File: config.mk
export PLATFORM = sky130hd
export DESIGN_NAME = uart_fifo_bridge
export DESIGN_NICKNAME = d
export VERILOG_FILES = /design/src/rtl/uart_fifo_bridge.sv
export SDC_FILE = /design/constraint.sdc
export NUM_CORES = 1
export LEC_CHECK = 0
export ABC_AREA = 1
export BUFFER_PORTS_ARGS = -buffer_cell sky130_fd_sc_hd__buf_4
export CAP_MARGIN = 10
export CORE_ASPECT_RATIO = 0.9
export CORE_MARGIN = 2
export CORE_UTILIZATION = 41
export CTS_CLUSTER_DIAMETER = 40
export DETAILED_ROUTE_END_ITERATION = 6
export HOLD_SLACK_MARGIN = 0.15
export PLACE_DENSITY = 0.58
export SETUP_SLACK_MARGIN = 0.4
export SLEW_MARGIN = 10
export SYNTH_ARGS = -nofsm -noshare
export SYNTH_HDL_FRONTEND = slang
export SYNTH_SLANG_ARGS = --single-unit
File: constraint.sdc
create_clock -name clk -period 2.59 [get_ports clk]
set_input_delay 0.3885 -clock clk [delete_from_list [all_inputs] [get_ports clk]]
set_output_delay 0.3885 -clock clk [all_outputs]
set_load 0.01 [all_outputs]
File: src/rtl/uart_fifo_bridge.sv
// Memory-mapped front end for the duplex UART: TX/RX FIFOs, sticky overrun flags,
// flush controls and a registered level interrupt, replacing the raw send/flag handshake.
module uart_fifo_bridge #(
    parameter int DATA_WIDTH    = 8,
    parameter int TX_DEPTH      = 16,
    parameter int RX_DEPTH      = 16,
    parameter int START_TIMEOUT = 16
) (
    input  logic                  clk,
    input  logic                  rst,
    input  logic                  bus_sel,
    input  logic [1:0]            bus_addr,
    input  logic                  bus_wren,
    input  logic                  bus_rden,
    input  logic [31:0]           bus_wrdata,
    output logic [31:0]           bus_rddata,
    output logic                  irq,
    output logic [DATA_WIDTH-1:0] uart_tx_data,
    output logic                  uart_tx_send,
    input  logic                  uart_busy,
    input  logic [DATA_WIDTH-1:0] uart_rx_data,
    input  logic                  uart_rx_flag,
    output logic                  uart_rx_clear
);

    localparam int TX_AW = (TX_DEPTH > 1) ? $clog2(TX_DEPTH) : 1;
    localparam int RX_AW = (RX_DEPTH > 1) ? $clog2(RX_DEPTH) : 1;
    localparam int TO_W  = (START_TIMEOUT > 2) ? $clog2(START_TIMEOUT) : 1;

    localparam logic [TX_AW:0]   TX_LIMIT = TX_DEPTH[TX_AW:0];
    localparam logic [RX_AW:0]   RX_LIMIT = RX_DEPTH[RX_AW:0];
    localparam logic [TO_W-1:0]  TO_LIMIT = TO_W'(START_TIMEOUT - 1);
    localparam logic [TX_AW-1:0] TX_PTR_ONE = TX_AW'(1);
    localparam logic [RX_AW-1:0] RX_PTR_ONE = RX_AW'(1);
    localparam logic [TX_AW:0]   TX_CNT_ONE = (TX_AW + 1)'(1);
    localparam logic [RX_AW:0]   RX_CNT_ONE = (RX_AW + 1)'(1);
    localparam logic [TO_W-1:0]  TO_ONE     = TO_W'(1);

    localparam logic [1:0] ADDR_DATA   = 2'd0;
    localparam logic [1:0] ADDR_STATUS = 2'd1;
    localparam logic [1:0] ADDR_CTRL   = 2'd2;
    localparam logic [1:0] ADDR_LEVEL  = 2'd3;

    localparam logic [1:0] ST_IDLE       = 2'd0;
    localparam logic [1:0] ST_WAIT_START = 2'd1;
    localparam logic [1:0] ST_WAIT_END   = 2'd2;

    logic [DATA_WIDTH-1:0] tx_mem [TX_DEPTH];
    logic [DATA_WIDTH-1:0] rx_mem [RX_DEPTH];
    logic [TX_AW-1:0]      tx_wr_ptr, tx_rd_ptr;
    logic [RX_AW-1:0]      rx_wr_ptr, rx_rd_ptr;
    logic [TX_AW:0]        tx_count;
    logic [RX_AW:0]        rx_count;

    logic       rx_holdoff, rx_overrun, tx_overrun;
    logic       tx_enable, rx_ie, tx_ie;
    logic [1:0] tx_state;
    logic [TO_W-1:0] tx_timer;

    logic tx_empty, tx_full, rx_empty, rx_full, tx_active;
    logic wr_data, wr_status, wr_ctrl, rx_flush, tx_flush;
    logic rx_pop, rx_capture, rx_push, rx_drop;
    logic tx_launch, tx_push, tx_drop;
    logic unused_wrdata;

    assign tx_empty  = (tx_count == '0);
    assign tx_full   = (tx_count == TX_LIMIT);
    assign rx_empty  = (rx_count == '0);
    assign rx_full   = (rx_count == RX_LIMIT);
    assign tx_active = (tx_state != ST_IDLE);

    assign wr_data   = bus_sel & bus_wren & (bus_addr == ADDR_DATA);
    assign wr_status = bus_sel & bus_wren & (bus_addr == ADDR_STATUS);
    assign wr_ctrl   = bus_sel & bus_wren & (bus_addr == ADDR_CTRL);
    assign rx_flush  = wr_ctrl & bus_wrdata[0];
    assign tx_flush  = wr_ctrl & bus_wrdata[1];

    // The flag is a level held until our clear lands, so one sample per byte via holdoff.
    assign rx_pop     = bus_sel & bus_rden & (bus_addr == ADDR_DATA) & ~rx_empty;
    assign rx_capture = uart_rx_flag & ~rx_holdoff;
    assign rx_push    = rx_capture & (~rx_full | rx_pop);
    assign rx_drop    = rx_capture & rx_full & ~rx_pop;

    assign tx_launch = (tx_state == ST_IDLE) & ~tx_empty & tx_enable & ~uart_busy;
    assign tx_push   = wr_data & (~tx_full | tx_launch);
    assign tx_drop   = wr_data & tx_full & ~tx_launch;

    assign unused_wrdata = ^bus_wrdata[31:DATA_WIDTH];

    // NOTE: storage arrays carry no reset; pointers and counts define what is valid,
    // so clearing the data itself would only add reset fan-out.
    always_ff @(posedge clk) begin
        if (tx_push) tx_mem[tx_wr_ptr] <= bus_wrdata[DATA_WIDTH-1:0];
        if (rx_push) rx_mem[rx_wr_ptr] <= uart_rx_data;
    end

    // NOTE: sequential state uses non-blocking assignments so every register samples
    // pre-edge values regardless of statement order.
    always_ff @(posedge clk) begin
        if (rst || tx_flush) begin
            tx_wr_ptr <= '0;
            tx_rd_ptr <= '0;
            tx_count  <= '0;
        end else begin
            if (tx_push)   tx_wr_ptr <= tx_wr_ptr + TX_PTR_ONE;
            if (tx_launch) tx_rd_ptr <= tx_rd_ptr + TX_PTR_ONE;
            if (tx_push && !tx_launch)      tx_count <= tx_count + TX_CNT_ONE;
            else if (!tx_push && tx_launch) tx_count <= tx_count - TX_CNT_ONE;
        end
    end

    always_ff @(posedge clk) begin
        if (rst || rx_flush) begin
            rx_wr_ptr <= '0;
            rx_rd_ptr <= '0;
            rx_count  <= '0;
        end else begin
            if (rx_push) rx_wr_ptr <= rx_wr_ptr + RX_PTR_ONE;
            if (rx_pop)  rx_rd_ptr <= rx_rd_ptr + RX_PTR_ONE;
            if (rx_push && !rx_pop)      rx_count <= rx_count + RX_CNT_ONE;
            else if (!rx_push && rx_pop) rx_count <= rx_count - RX_CNT_ONE;
        end
    end

    // A flush never touches the FSM: a byte already loaded still goes out.
    always_ff @(posedge clk) begin
        if (rst) begin
            tx_state     <= ST_IDLE;
            tx_timer     <= '0;
            uart_tx_data <= '0;
            uart_tx_send <= 1'b0;
        end else begin
            uart_tx_send <= 1'b0;
            case (tx_state)
                ST_IDLE: begin
                    if (tx_launch) begin
                        uart_tx_data <= tx_mem[tx_rd_ptr];
                        uart_tx_send <= 1'b1;
                        tx_timer     <= '0;
                        tx_state     <= ST_WAIT_START;
                    end
                end
                ST_WAIT_START: begin
                    if (uart_busy)                tx_state <= ST_WAIT_END;
                    else if (tx_timer == TO_LIMIT) tx_state <= ST_IDLE;
                    else                          tx_timer <= tx_timer + TO_ONE;
                end
                ST_WAIT_END: begin
                    if (!uart_busy) tx_state <= ST_IDLE;
                end
                default: tx_state <= ST_IDLE;
            endcase
        end
    end

    always_ff @(posedge clk) begin
        if (rst) begin
            rx_holdoff    <= 1'b0;
            uart_rx_clear <= 1'b0;
            rx_overrun    <= 1'b0;
            tx_overrun    <= 1'b0;
            tx_enable     <= 1'b1;
            rx_ie         <= 1'b0;
            tx_ie         <= 1'b0;
            irq           <= 1'b0;
        end else begin
            rx_holdoff    <= rx_capture;
            uart_rx_clear <= rx_capture;
            if (rx_drop && !rx_flush)             rx_overrun <= 1'b1;
            else if (wr_status && bus_wrdata[4])  rx_overrun <= 1'b0;
            if (tx_drop)                          tx_overrun <= 1'b1;
            else if (wr_status && bus_wrdata[5])  tx_overrun <= 1'b0;
            if (wr_ctrl) begin
                tx_enable <= bus_wrdata[2];
                rx_ie     <= bus_wrdata[3];
                tx_ie     <= bus_wrdata[4];
            end
            irq <= (rx_ie & ~rx_empty) | (tx_ie & tx_empty);
        end
    end

    // NOTE: combinational outputs take a default first so no path can infer a latch.
    always_comb begin
        bus_rddata = '0;
        if (bus_sel) begin
            case (bus_addr)
                ADDR_DATA:   bus_rddata = rx_empty ? '0 : 32'(rx_mem[rx_rd_ptr]);
                ADDR_STATUS: bus_rddata = 32'({tx_active, tx_overrun, rx_overrun,
                                               tx_full, tx_empty, rx_full, rx_empty});
                ADDR_CTRL:   bus_rddata = 32'({tx_ie, rx_ie, tx_enable, 2'b00});
                default:     bus_rddata = {16'(tx_count), 16'(rx_count)};
            endcase
        end
    end

endmodule

==> key figures <==
Worst setup path
  – Crit. End Element: primary output
  – Crit path DAT: 2.14 ns
  – Crit path kind: reg2out
  – Critical Path Fanout Max: 16
  – Reg2reg setup slack: 0.44 ns
  – CP Launch Type: flop
  – Data required, critical path: 2.20 ns

Timing
  – TNS Setup: 0 ns
  – Max-slew violations: 0
  – Worst Tran Pin Value: 0.595 ns
  – Final setup viols: 0
  – Tmin final: 2.53 ns
  – FMAX: 396 MHz
  – Hold Vio Cnt, Final: 0
  – Hold slack final: 0.170 ns
  – RSZ-0062 raised after global routing: yes
  – Fin Clk Skew: 0.0216 ns
  – Tcrit/Tclk final: 97.5%
  – Rel. slew slack: 60.1%

Yosys
  – Syn avg cell area: 10.1 um^2
  – Netlist cell types: 38
  – Cell area after synthesis: 0.0135 mm^2
  – Syn. warnings: 0
  – Asr flop ratio synth: 0%
  – Seq/Total Area, Yosys: 64.7%
  – Syn Inst Count: 1340
  – Post-synth top area share: 57.0%
  – Top cells by area, synth: edfxtp_1, dfxtp_1, nand2_1, nor2_1, nand3_1
  – Yosys reg bits: 308
  – Prevailing post-synth register cell: edfxtp_1
  – Post-synth EDFFs: 256
  – Post-synth top area cell: edfxtp_1

Routing
  – DRC viols: 0
  – Via count: 9699
  – Routed len/inst: 18.0 um
  – DR iter-0 viols: 877
  – Routed wire length: 34400 um
  – Number of routed nets with antenna violations: 0
  – Drt via density: 5.07
  – Pre-Repair DR Iteration Count: 5

Placement
  – PortBufs: 48
  – Final HPWL DP: 19900 um
  – Dpl cells: 1801
  – GP Congestion: 0.826

Cells and area
  – Final #Nets: 1533
  – Most common cell after layout, fill and taps aside: edfxtp_1
  – # fillers: 2768
  – Final std cells w/o fill: 1914
  – Diode count: 0
  – Commonest non-fill, non-tap cells in the layout: edfxtp_1, nand2_1, nor2_1
  – Layout cells sized above 1: 23.2%
  – Area grow syn2layout: 26.9%

Floorplan
  – Core Area: 0.0321 mm^2
  – Area of the die: 0.0344 mm^2
  – Chip Width: 195 um
  – Number of cell rows: 62
  – Starting density of the core: 42.0%
  – Die H: 176 um
  – Num ports: 92

Global routing
  – Largest net degree at the start of global routing: 59
  – Global-route wire length before repair: 51400 um
  – Initial antenna violation count: 0
  – Total GRT Usage: 19.4%
  – Number of global-route vias before repair: 8913
  – Total grt overflow: 0

Clock tree
  – H-tree depth: 2
  – Skew-Pair Late Insertion Delay: 0.54 ns
  – Clk buf depth: 3
  – CTS tree: yes
  – Clk slew on worst S/H paths: 0.06 ns
  – Cts bufs inserted: 43
  – Clk sinks: 308
  – CTS root buf: clkbuf_16

Power
  – P_leak: 6.81 nW
  – Worst IR Drop VDD: 0.555 mV
  – Pwr/cell area: 877 mW/mm^2

Run
  – Max-cap violations: 0

Min path
  – Hold crit path type: in2reg

Outcome
  – Status: completed
-- kinds of logic (layout without fill, tap and decap cells) --
group                      after synthesis  count (layout)  synth area share (%)
buffers and inverters                  222             362                  7.17
and+or+nand+nor                        631             631                  19.6
adders and majority gates               21              21                  2.06
other                                    1              19                0.0278
DFF                                    308             308                  64.7
AOI/OAI and AO/OA                      148             148                  5.83
xor gates and xnor gates                 9               9                 0.585
-- flip-flops by register name, summed over array words and instances, names as in the netlist, 2 cells and up, named ones only --
| register | cells |
|---|---|
| tx_state | 2 |
| tx_wr_ptr | 4 |
| rx_mem | 128 |
| rx_count | 5 |
| rx_wr_ptr | 4 |
| tx_timer | 4 |
| tx_count | 5 |
| rx_rd_ptr | 4 |
| tx_rd_ptr | 4 |
| uart_tx_data | 8 |
| tx_mem | 128 |
-- cells in the mapped netlist, types with 2 or more instances --
master	count
edfxtp_1	256
clkbuf_1	18
o22ai_1	2
o21ai_1	11
o211ai_1	8
dfxtp_1	52
xor2_1	7
xnor2_1	2
nand3_1	156
nand2_2	4
fa_1	2
clkinv_1	3
inv_1	139
buf_4	24
nor2_2	3
a21oi_1	36
buf_2	27
nor3_1	8
inv_2	3
nand2_4	4
buf_1	6
ha_1	19
o21ai_0	86
nand2_1	237
nor2_1	214
-- worst max-delay path, cell delays in order (launching register included) --
cell and delay [ns]:
dfxtp_4 0.41, buf_4 0.16, clkbuf_16 0.17, nand2_1 0.07, nand3_1 0.12, nand3_2 0.13
nand3_2 0.08, nand2_2 0.11, nand2_2 0.05, a21oi_2 0.15, buf_4 0.14
-- power by group --
part	leakage [nW]	switching, mW	internal [mW]	total, mW
combinational	3.34	2.04	1.20	3.24
sequential	2.73	0.170	5.57	5.74
clock	0.734	2.33	3.70	6.03
total	6.81	4.54	10.5	15.0
-- metal layers --
metal  vias up  global-route usage (%)  part of all wire, %
met4         0                    4.58                  1.4
met2       346                    28.9                   44
met5         -                       0                    0
li1       4701                       -                    -
met1      4615                    29.2                   47
met3        37                    3.74                  7.5
-- path summary, 6_finish.rpt --
| check | from | endpoint | depth (start not counted) |
|---|---|---|---|
| setup / recovery | flop | bus_rddata[5] | 10 |
| hold reg to reg | tx_overrun | tx_overrun | 2 |
| setup reg to reg | rx_count[0] | rx_count[4] | 14 |
| hold / removal | rst | tx_state[1] | 2 |
-- metrics by stage --
stage	setup WS (ns)	utilization [%]	power (mW)	area [um^2]
2_1_floorplan	0.410	-	7.67	13600
3_3_place_gp	0.200	45.1	8.56	14500
3_5_place_dp	0.155	45.1	8.59	14500
4_1_cts	0.106	51.3	14.8	16500
5_1_grt	-0.0276	53.3	15.7	17100
6_report	0.0649	53.3	15.0	17100
-- final cells by class --
type,instances,area (um^2),share of cell area [%]
clock inverter,32,382,2.23
inverter,146,574,3.36
timing repair buffer,135,1340,7.81
timing repair inverter,1,8.76,0.0512
clock buffer,48,1120,6.53
sequential,308,8750,51.1
tap,416,520,3.04
multi-input combinational,828,4420,25.8
-- what timing repair did --
action                                 4_1_cts  5_1_grt
endpoints found under the hold margin        1        0
setup endpoints to repair                   13       22
buffers inserted                             9       12
cloned                                       4        7
pin swaps                                   26       47
resized for setup                           75       95
hold buffers                                 1        0
Note: power is estimated with default switching activity, not from simulation.
